File: config.mk
export PLATFORM = sky130hd
export DESIGN_NAME = beepboop_id_rx
export DESIGN_NICKNAME = d
export VERILOG_FILES = /design/src/rtl/beepboop_pkg.sv /design/src/rtl/beepboop_id_rx_deser.sv /design/src/rtl/beepboop_id_rx.sv
export SDC_FILE = /design/constraint.sdc
export NUM_CORES = 1
export LEC_CHECK = 0
export ABC_AREA = 1
export BUFFER_PORTS_ARGS = -buffer_cell sky130_fd_sc_hd__buf_2
export CORE_ASPECT_RATIO = 2
export CORE_MARGIN = 8
export CORE_UTILIZATION = 50
export CTS_CLUSTER_DIAMETER = 50
export DETAILED_ROUTE_END_ITERATION = 16
export GPL_TIMING_DRIVEN = 1
export PLACE_DENSITY = 0.73
export SETUP_SLACK_MARGIN = 0.3
export SLEW_MARGIN = 30
export SYNTH_ARGS = -nofsm -noshare
export SYNTH_HDL_FRONTEND = slang
export SYNTH_HIERARCHICAL = 1
export SYNTH_SLANG_ARGS = --single-unit
File: constraint.sdc
create_clock -name clock -period 2.8 [get_ports clock]
set_clock_uncertainty 0.1 [all_clocks]
set_input_delay 0.14 -clock clock [delete_from_list [all_inputs] [get_ports clock]]
set_output_delay 0.14 -clock clock [all_outputs]
set_load 0.005 [all_outputs]
File: src/rtl/beepboop_pkg.sv
// Shared types and constants for the beepboop identifier-stream receiver.
// The default signature is left-aligned in an ID_MAX_CHARS-byte field.
package beepboop_pkg;

  typedef enum logic [1:0] {
    IDLE  = 2'd0,
    RECV  = 2'd1,
    DONE  = 2'd2,
    ERROR = 2'd3
  } id_rx_state_t;

  localparam int ID_MAX_CHARS = 32;
  localparam int ID_SIG_LEN   = 23;

  // 23 characters (184 bits) followed by 9 zero bytes of padding.
  localparam logic [8*ID_MAX_CHARS-1:0] ID_SIG = {"Beep Boop Traffic Light", 72'h0};

  function automatic logic is_nul(input logic [7:0] b);
    return (b == 8'h00);
  endfunction

endpackage

File: src/rtl/beepboop_id_rx_deser.sv
// Serial-to-parallel stage: MSB-first shift register with a 3-bit bit counter.
// The completed byte is presented combinationally alongside its 8th bit.
module id_rx_deser (
  input  logic       clock,
  input  logic       reset,
  input  logic       clear,
  input  logic       load,
  input  logic       shift,
  input  logic       bit_in,
  output logic       byte_done,
  output logic [7:0] data
);

  // Only seven bits are stored; the eighth is the bit arriving this cycle.
  logic [6:0] shreg;
  logic [2:0] bit_cnt;

  // Shift register and bit counter.
  always_ff @(posedge clock) begin
    if (reset || clear) begin
      shreg   <= 7'h00;
      bit_cnt <= 3'd0;
    end else if (load) begin
      shreg   <= {6'h00, bit_in};
      bit_cnt <= 3'd1;
    end else if (shift) begin
      shreg   <= {shreg[5:0], bit_in};
      bit_cnt <= bit_cnt + 3'd1;
    end else begin
      shreg   <= shreg;
      bit_cnt <= bit_cnt;
    end
  end

  assign byte_done = shift && (bit_cnt == 3'd7);
  assign data      = {shreg, bit_in};

endmodule

File: src/rtl/beepboop_id_rx.sv
// Identifier-message receiver: deserializes the one-bit ID stream, counts
// characters and flags terminator, truncation and overflow. Optional signature
// comparison is enabled with BEEPBOOP_ID_RX_SIG_CHECK_EN.
module beepboop_id_rx
  import beepboop_pkg::*;
#(
  parameter int                     MAX_CHARS = ID_MAX_CHARS,
  parameter int                     SIG_LEN   = ID_SIG_LEN,
  parameter logic [8*MAX_CHARS-1:0] SIG       = ID_SIG
) (
  input  logic                           clock,
  input  logic                           reset,
  input  logic                           bit_in,
  input  logic                           bit_valid,
  input  logic                           clear,
  output logic [7:0]                     byte_out,
  output logic                           byte_valid,
  output logic [$clog2(MAX_CHARS+1)-1:0] char_count,
  output logic                           msg_done,
  output logic                           frame_err,
  output logic                           overflow,
  output logic                           sig_match
);

  localparam int            CW    = $clog2(MAX_CHARS + 1);
  localparam logic [CW-1:0] MAX_C = CW'(MAX_CHARS);

  // A signature whose first character is NUL can never be matched.
  if ((SIG_LEN > MAX_CHARS) || ((SIG_LEN > 0) && (SIG[8*MAX_CHARS-1 -: 8] == 8'h00))) begin : g_bad_sig
    $error("beepboop_id_rx: inconsistent SIG/SIG_LEN configuration");
  end

  id_rx_state_t  state, state_nxt;
  logic [7:0]    byte_out_nxt;
  logic          byte_valid_nxt;
  logic [CW-1:0] count_nxt;
  logic          msg_done_nxt, frame_err_nxt, overflow_nxt, sig_match_nxt;
  logic          load, shift, byte_done;
  logic [7:0]    rx_byte;

  id_rx_deser u_deser (
    .clock     (clock),
    .reset     (reset),
    .clear     (clear),
    .load      (load),
    .shift     (shift),
    .bit_in    (bit_in),
    .byte_done (byte_done),
    .data      (rx_byte)
  );

`ifdef BEEPBOOP_ID_RX_SIG_CHECK_EN
  localparam int            IW        = $clog2(MAX_CHARS);
  localparam logic [CW-1:0] SIG_LEN_C = CW'(SIG_LEN);

  logic [7:0]    sig_chars [MAX_CHARS];
  logic [IW-1:0] char_idx;
  logic          mismatch, mismatch_nxt;

  for (genvar k = 0; k < MAX_CHARS; k++) begin : g_sig
    assign sig_chars[k] = SIG[8*(MAX_CHARS-1-k) +: 8];
  end

  // Only read while char_count < MAX_CHARS, so truncation is harmless.
  assign char_idx = char_count[IW-1:0];

  // Sticky signature-mismatch bit.
  always_ff @(posedge clock) begin
    if (reset) begin
      mismatch <= 1'b0;
    end else begin
      mismatch <= mismatch_nxt;
    end
  end
`endif

  // Next-state, counter and flag logic; clear overrides everything.
  always_comb begin
    state_nxt      = state;
    byte_out_nxt   = byte_out;
    byte_valid_nxt = 1'b0;
    count_nxt      = char_count;
    msg_done_nxt   = msg_done;
    frame_err_nxt  = frame_err;
    overflow_nxt   = overflow;
    sig_match_nxt  = sig_match;
    load           = 1'b0;
    shift          = 1'b0;
`ifdef BEEPBOOP_ID_RX_SIG_CHECK_EN
    mismatch_nxt   = mismatch;
`endif
    if (clear) begin
      state_nxt     = IDLE;
      count_nxt     = '0;
      msg_done_nxt  = 1'b0;
      frame_err_nxt = 1'b0;
      overflow_nxt  = 1'b0;
      sig_match_nxt = 1'b0;
`ifdef BEEPBOOP_ID_RX_SIG_CHECK_EN
      mismatch_nxt  = 1'b0;
`endif
    end else begin
      case (state)
        IDLE: begin
          if (bit_valid) begin
            load      = 1'b1;
            state_nxt = RECV;
          end else begin
            state_nxt = IDLE;
          end
        end
        RECV: begin
          if (!bit_valid) begin
            frame_err_nxt = 1'b1;
            state_nxt     = ERROR;
          end else begin
            shift = 1'b1;
            if (!byte_done) begin
              state_nxt = RECV;
            end else if (is_nul(rx_byte)) begin
              msg_done_nxt = 1'b1;
              state_nxt    = DONE;
`ifdef BEEPBOOP_ID_RX_SIG_CHECK_EN
              sig_match_nxt = !mismatch && (char_count == SIG_LEN_C);
`endif
            end else if (char_count == MAX_C) begin
              overflow_nxt = 1'b1;
              state_nxt    = ERROR;
            end else begin
              byte_out_nxt   = rx_byte;
              byte_valid_nxt = 1'b1;
              count_nxt      = char_count + {{(CW-1){1'b0}}, 1'b1};
`ifdef BEEPBOOP_ID_RX_SIG_CHECK_EN
              if (rx_byte != sig_chars[char_idx]) begin
                mismatch_nxt = 1'b1;
              end else begin
                mismatch_nxt = mismatch;
              end
`endif
            end
          end
        end
        DONE: begin
          if (bit_valid) begin
            frame_err_nxt = 1'b1;
            state_nxt     = ERROR;
          end else begin
            state_nxt = DONE;
          end
        end
        ERROR:   state_nxt = ERROR;
        default: state_nxt = IDLE;
      endcase
    end
  end

  // State and output registers.
  always_ff @(posedge clock) begin
    if (reset) begin
      state      <= IDLE;
      byte_out   <= 8'h00;
      byte_valid <= 1'b0;
      char_count <= '0;
      msg_done   <= 1'b0;
      frame_err  <= 1'b0;
      overflow   <= 1'b0;
      sig_match  <= 1'b0;
    end else begin
      state      <= state_nxt;
      byte_out   <= byte_out_nxt;
      byte_valid <= byte_valid_nxt;
      char_count <= count_nxt;
      msg_done   <= msg_done_nxt;
      frame_err  <= frame_err_nxt;
      overflow   <= overflow_nxt;
      sig_match  <= sig_match_nxt;
    end
  end

endmodule

# Yosys cells after proc, flatten, opt, wreduce, memory -nomap -nowiden
# Cells that the tools add are included.
word_totals:
  regBits: 30
  in_bits: 5
  elab_cells: 61
classes:
  add_sub_neg: 2
  n_eq_ne: 8
  muxes: 20
  bitwise_logic: 6
  reduce_logical: 14
ops:
  columns: ["cell", "n"]
  rows:
  - ["2-to-1 mux 1 bit", 14]
  - ["AND reduction 5 bit", 2]
  - ["logical NOT 8 bit", 1]
  - ["2-to-1 mux 2 bit", 4]
  - ["one-hot mux 2 bit (4 select lines)", 1]
  - ["adder 6 x 1 -> 6 bit (second input constant)", 1]
  - ["== test 6 bit (second input constant)", 1]
  - ["NOT 1 bit", 6]
  - ["AND reduction 6 bit", 1]
  - ["OR reduction 6 bit", 1]
  - ["inequality test 5 bit (second input constant)", 1]
  - ["== test 2 bit (second input constant)", 2]
  - ["inequality test 2 bit (second input constant)", 2]
  - ["AND reduction 4 bit", 1]
  - ["nonzero test 2 bit", 2]
  - ["OR reduction 2 bit", 2]
  - ["adder 3 x 1 -> 3 bit (second input constant)", 1]
  - ["== test 3 bit (second input constant)", 1]
  - ["AND reduction 3 bit", 1]
  - ["== test 2 x 1 -> 1 bit (second input constant)", 1]
  - ["logical NOT 2 bit", 1]
  - ["one-hot mux 1 bit (2 select lines)", 1]
  - ["logical AND 1 bit", 1]
  - ["logical OR 1 bit", 1]

# Longest topological paths before layout
logic_depth:
  word_depth: 7
  ltp_mapped: 12

# Cells and area by module
# The synthesis kept the hierarchy.
by_module_without_submodules:
  columns: ["mod", "n_inst", "cells_each", "area_per_inst_um2"]
  rows:
  - ["beepboop_id_rx", 1, 132, 965.9]
  - ["id_rx_deser", 1, 56, 417.9]

# Worst setup path after synthesis
# No wires, ideal clock.
synth_timing:
  kind: "register -> register"
  start: "register state[0]"
  end: "register state[1]"
  arrival_ps: 1796
  required_time_ps: 2584
  path_slack_ps: 787
  path_stages_with_launch: 11
  n_path_buf: 1
  period_less_slack_ps: 2013
  cell_sequence: "dfxtp_1 -> nand2_1 -> nor2_1 -> buf_6 -> nand2_1 -> inv_1 -> inv_1 -> nor3_4 -> nand3_2 -> o211ai_1 -> inv_1"
synth_via:
  elab_chain_cells: 7
  elab_cells_between_ends: 11
synth_lines:
  columns: ["element", "line", "text"]
  rows:
  - ["start: declaration", "beepboop_id_rx.sv:33", "id_rx_state_t state, state_nxt;"]
  - ["start signal: assignment", "beepboop_id_rx.sv:169", "state <= state_nxt;"]
  - ["== test 2 x 1 -> 1 bit (*)", "beepboop_id_rx.sv:103", "case (state)"]
  - ["2-to-1 mux 1 bit (*)", "beepboop_id_rx.sv:103", null]
  - ["2-to-1 mux 1 bit (*)", "beepboop_id_rx.sv:92", "if (clear) begin"]
  - ["net shift", "beepboop_id_rx.sv:38", "logic load, shift, byte_done;"]
  - ["logical AND 1 bit (*)", "beepboop_id_rx_deser.sv:35", "assign byte_done = shift && (bit_cnt == 3'd7);"]
  - ["net byte_done", "beepboop_id_rx.sv:38", null]
  - ["2-to-1 mux 2 bit", "beepboop_id_rx.sv:118", "if (!byte_done) begin"]
  - ["2-to-1 mux 2 bit", "beepboop_id_rx.sv:113", "if (!bit_valid) begin"]
  - ["one-hot mux 2 bit (4 select lines)", "beepboop_id_rx.sv:103", null]
# Mark *: on every way through the listed nets, which the timed path passes. The rest lies on a longest branch.
# A chain may end at the register's enable or synchronous reset.

# Final worst setup path
# Same ends and word-level chain as after synthesis.

==> impl_metrics.tcl <==
set metrics [dict create \
    status "complete, no violations" \
    path_clk_slew_ps 60 \
    power.share.sequential 0.542 \
    detailedRoute.firstPassIterationCount 4 \
    synthesis.area_per_instance_um2 7.361 \
    p_comb_frac 0.050 \
    worstPathArrival_ps 2290 \
    drc 0 \
    timing.hold.worst.class "primary input to flip-flop" \
    utilization 0.5856 \
    tightest_slew_ps 610.9 \
    io_buffer_count 22 \
    worst_slew_margin_rel 0.5923 \
    core_um2 2703 \
    final-hold-violation-count 0 \
    timing.final.crit_period_ps 2226 \
    yosysSeqAreaShare 0.4340 \
    worst-endpoint-required_ps 2870 \
    clockPowerShare 0.408 \
    synth.distinct_cells 27 \
    net-switching-power_w 0.0001674 \
    max_cap_viol_count 0 \
    fp-row-count 27 \
    setup_repair_after_global_routing_missed_its_margin "no" \
    drt-wirelength-per-cell_um 12.86 \
    syn_area_um2 1384 \
    async_reset_ff_frac 0 \
    switching_share 0.2102 \
    synth_top_area_frac 0.4340 \
    insertion_delay_ps 270 \
    final_max_slew_viol_count 0 \
    postCtsSetupBuffers 0 \
    htree_num_levels 2 \
    maxClockFrequency_ghz 0.4493 \
    setup-tns-final_ps 0 \
    syn-instance-count 188 \
    crit_path_max_incr_delay_ps 380 \
    initial_core_util 0.5120 \
    num_vias 1287 \
    ys.warnings.count 6 \
    number_of_top_level_design_ports 24 \
    wirelength_um 3099 \
    period_share 0.7949 \
    antenna_violations_before_repair 0 \
    post-dp-hpwl_um 2439 \
    synth-seq-cells 30 \
    ctsRootBufferMaster "sky130_fd_sc_hd__clkbuf_8" \
    setup_slack_ps 574.4 \
    vias_in_the_first_global_route 1318 \
    grt_first_pass_wirelength_um 5561 \
    grt_usage 0.1460 \
    gp_congestion 0.8575 \
    cts_tree "yes" \
    number_of_enable_type_register_cells_in_the_synthesized_netlist 0 \
    routed_via_density 5.340 \
    antennaDiodeCount 0 \
    ant_nets 0 \
    die_w_um 53.20 \
    grt_start_max_net_pins 16 \
    cts_max_path_buffers 2 \
    power.density_cell_area_nw_per_um2 503.2 \
    path_buf_inv 4 \
    critPathMaxFanout 12 \
    leakagePower_nw 0.6992 \
    internal_power_contribution_w 0.0006291 \
    final_cell_mix "sky130_fd_sc_hd__nand2_1 (48), sky130_fd_sc_hd__dfxtp_1 (30), sky130_fd_sc_hd__a21oi_1 (24)" \
    worst_ir_drop_vdd_mv 0.5136 \
    place_worst_setup_slack_ps 603.7 \
    postCtsHoldBufs 0 \
    cpMaxStageDelayCell "sky130_fd_sc_hd__dfxtp_1" \
    fp.dieArea_um2 4809 \
    synth_top_flop_cell "sky130_fd_sc_hd__dfxtp_1" \
    path_common_cell "sky130_fd_sc_hd__inv_1" \
    critical_path.cell_chain "nand2_1 -> nor2_1 -> buf_4 -> nand2_1 -> inv_1 -> inv_1 -> nor3_4 -> nand3_2 -> o211ai_1 -> inv_1" \
    final_net_count 222 \
    cts_resized 0 \
    areaGrowthSynthToFinish_pct 14.38 \
    synth_nets 197 \
    mostFrequentLayoutCell "sky130_fd_sc_hd__nand2_1" \
    yosysTopAreaCell "sky130_fd_sc_hd__dfxtp_1" \
    path_class "flip-flop to flip-flop" \
    final_layout_size_suffix_gt1_frac 0.1840 \
    die_h_um 90.40 \
    drtIter0Drc 32 \
    numClockSinks 30 \
    overflow 0 \
    numCtsBuffers 5 \
    report.final.setup_viol 0 \
    post_synth_main_area_contributors "sky130_fd_sc_hd__dfxtp_1 (43%), sky130_fd_sc_hd__nand2_1 (13%), sky130_fd_sc_hd__a21oi_1 (8.7%)" \
    type_of_element_capturing_the_critical_path "flip-flop" \
    startpoint_type "flip-flop" \
    critical_path.top_delay_family "simple AND/OR/NAND/NOR gates" \
]
cell type report:
class	instances	area, µm²
timing repair buffer	23	117.6
fill	270	1120
sequential	30	600.6
inverter	20	75.07
tap	29	36.28
multi-input combinational	133	670.6
clock buffer	6	82.58
worst paths after layout:
check / startpoint / end / slack [ps] / depth (start not counted)
max: state[0] / state[1] / 570 / 10
min reg2reg: msg_done / msg_done / 350 / 2
min: bit_in / u_deser/shreg[0] / 60 / 3
max reg2reg: state[0] / state[1] / 570 / 10
tightest hold or removal path: stages:
cell and delay, ps:
sky130_fd_sc_hd__buf_2 110, sky130_fd_sc_hd__nor2_1 50, sky130_fd_sc_hd__nor2_1 90
power by group through the flow:
stage	sequential [W]	combinational [W]	clock [W]
after floorplan	0.000440	0.0000319	0
after global placement	0.000441	0.0000387	0
after detailed placement	0.000441	0.0000395	0
after CTS	0.000431	0.0000400	0.000337
after global routing	0.000431	0.0000451	0.000355
final	0.000432	0.0000401	0.000325
cell usage after synthesis (2+ instances only):
| master | count |
|---|---|
| sky130_fd_sc_hd__nor2_1 | 19 |
| sky130_fd_sc_hd__nand3_1 | 19 |
| sky130_fd_sc_hd__xor2_1 | 2 |
| sky130_fd_sc_hd__a21oi_1 | 24 |
| sky130_fd_sc_hd__inv_2 | 2 |
| sky130_fd_sc_hd__nor3_1 | 2 |
| sky130_fd_sc_hd__buf_4 | 3 |
| sky130_fd_sc_hd__nand2_1 | 48 |
| sky130_fd_sc_hd__inv_1 | 17 |
| sky130_fd_sc_hd__nor2_2 | 2 |
| sky130_fd_sc_hd__dfxtp_1 | 30 |
| sky130_fd_sc_hd__ha_1 | 4 |
| sky130_fd_sc_hd__nor3_4 | 2 |
stage by stage:
| step | power, W | std cells | hold slack (ps) | instance area [µm²] |
|---|---|---|---|---|
| after floorplan | 0.0004722 | 188 | 174.9 | 1384 |
| after global placement | 0.0004793 | 235 | 310.4 | 1500 |
| after detailed placement | 0.0004802 | 235 | 317.6 | 1500 |
| after CTS | 0.0008088 | 241 | 49.82 | 1583 |
| after global routing | 0.0008315 | 241 | 73.31 | 1583 |
| final | 0.0007965 | 241 | 63.19 | 1583 |
metal layers:
layer | track usage | share of wire | vias up
met5 | 0 | 0 | -
met4 | 0.08263 | 0.028 | 0
met3 | 0.03960 | 0.052 | 6
met2 | 0.2628 | 0.56 | 27
met1 | 0.1336 | 0.36 | 605
li1 | - | - | 649
sequential cells by signal (all words and copies together), names as in the netlist:
register,cells
byte_out,8
msg_done,1
state,2
byte_valid,1
char_count,6
u_deser/shreg,7
frame_err,1
u_deser/bit_cnt,3
overflow,1
logic make-up after synthesis:
family | after synthesis | share of synthesized area
xor gates and xnor gates | 3 | 0.01899
and+or+nand+nor | 97 | 0.3210
adders and majority gates | 4 | 0.03617
DFF | 30 | 0.4340
AOI/OAI and AO/OA | 28 | 0.1058
other | 1 | 0.002710
buffers and inverters | 25 | 0.08137
No activity file was read; power rests on OpenSTA's default activity.
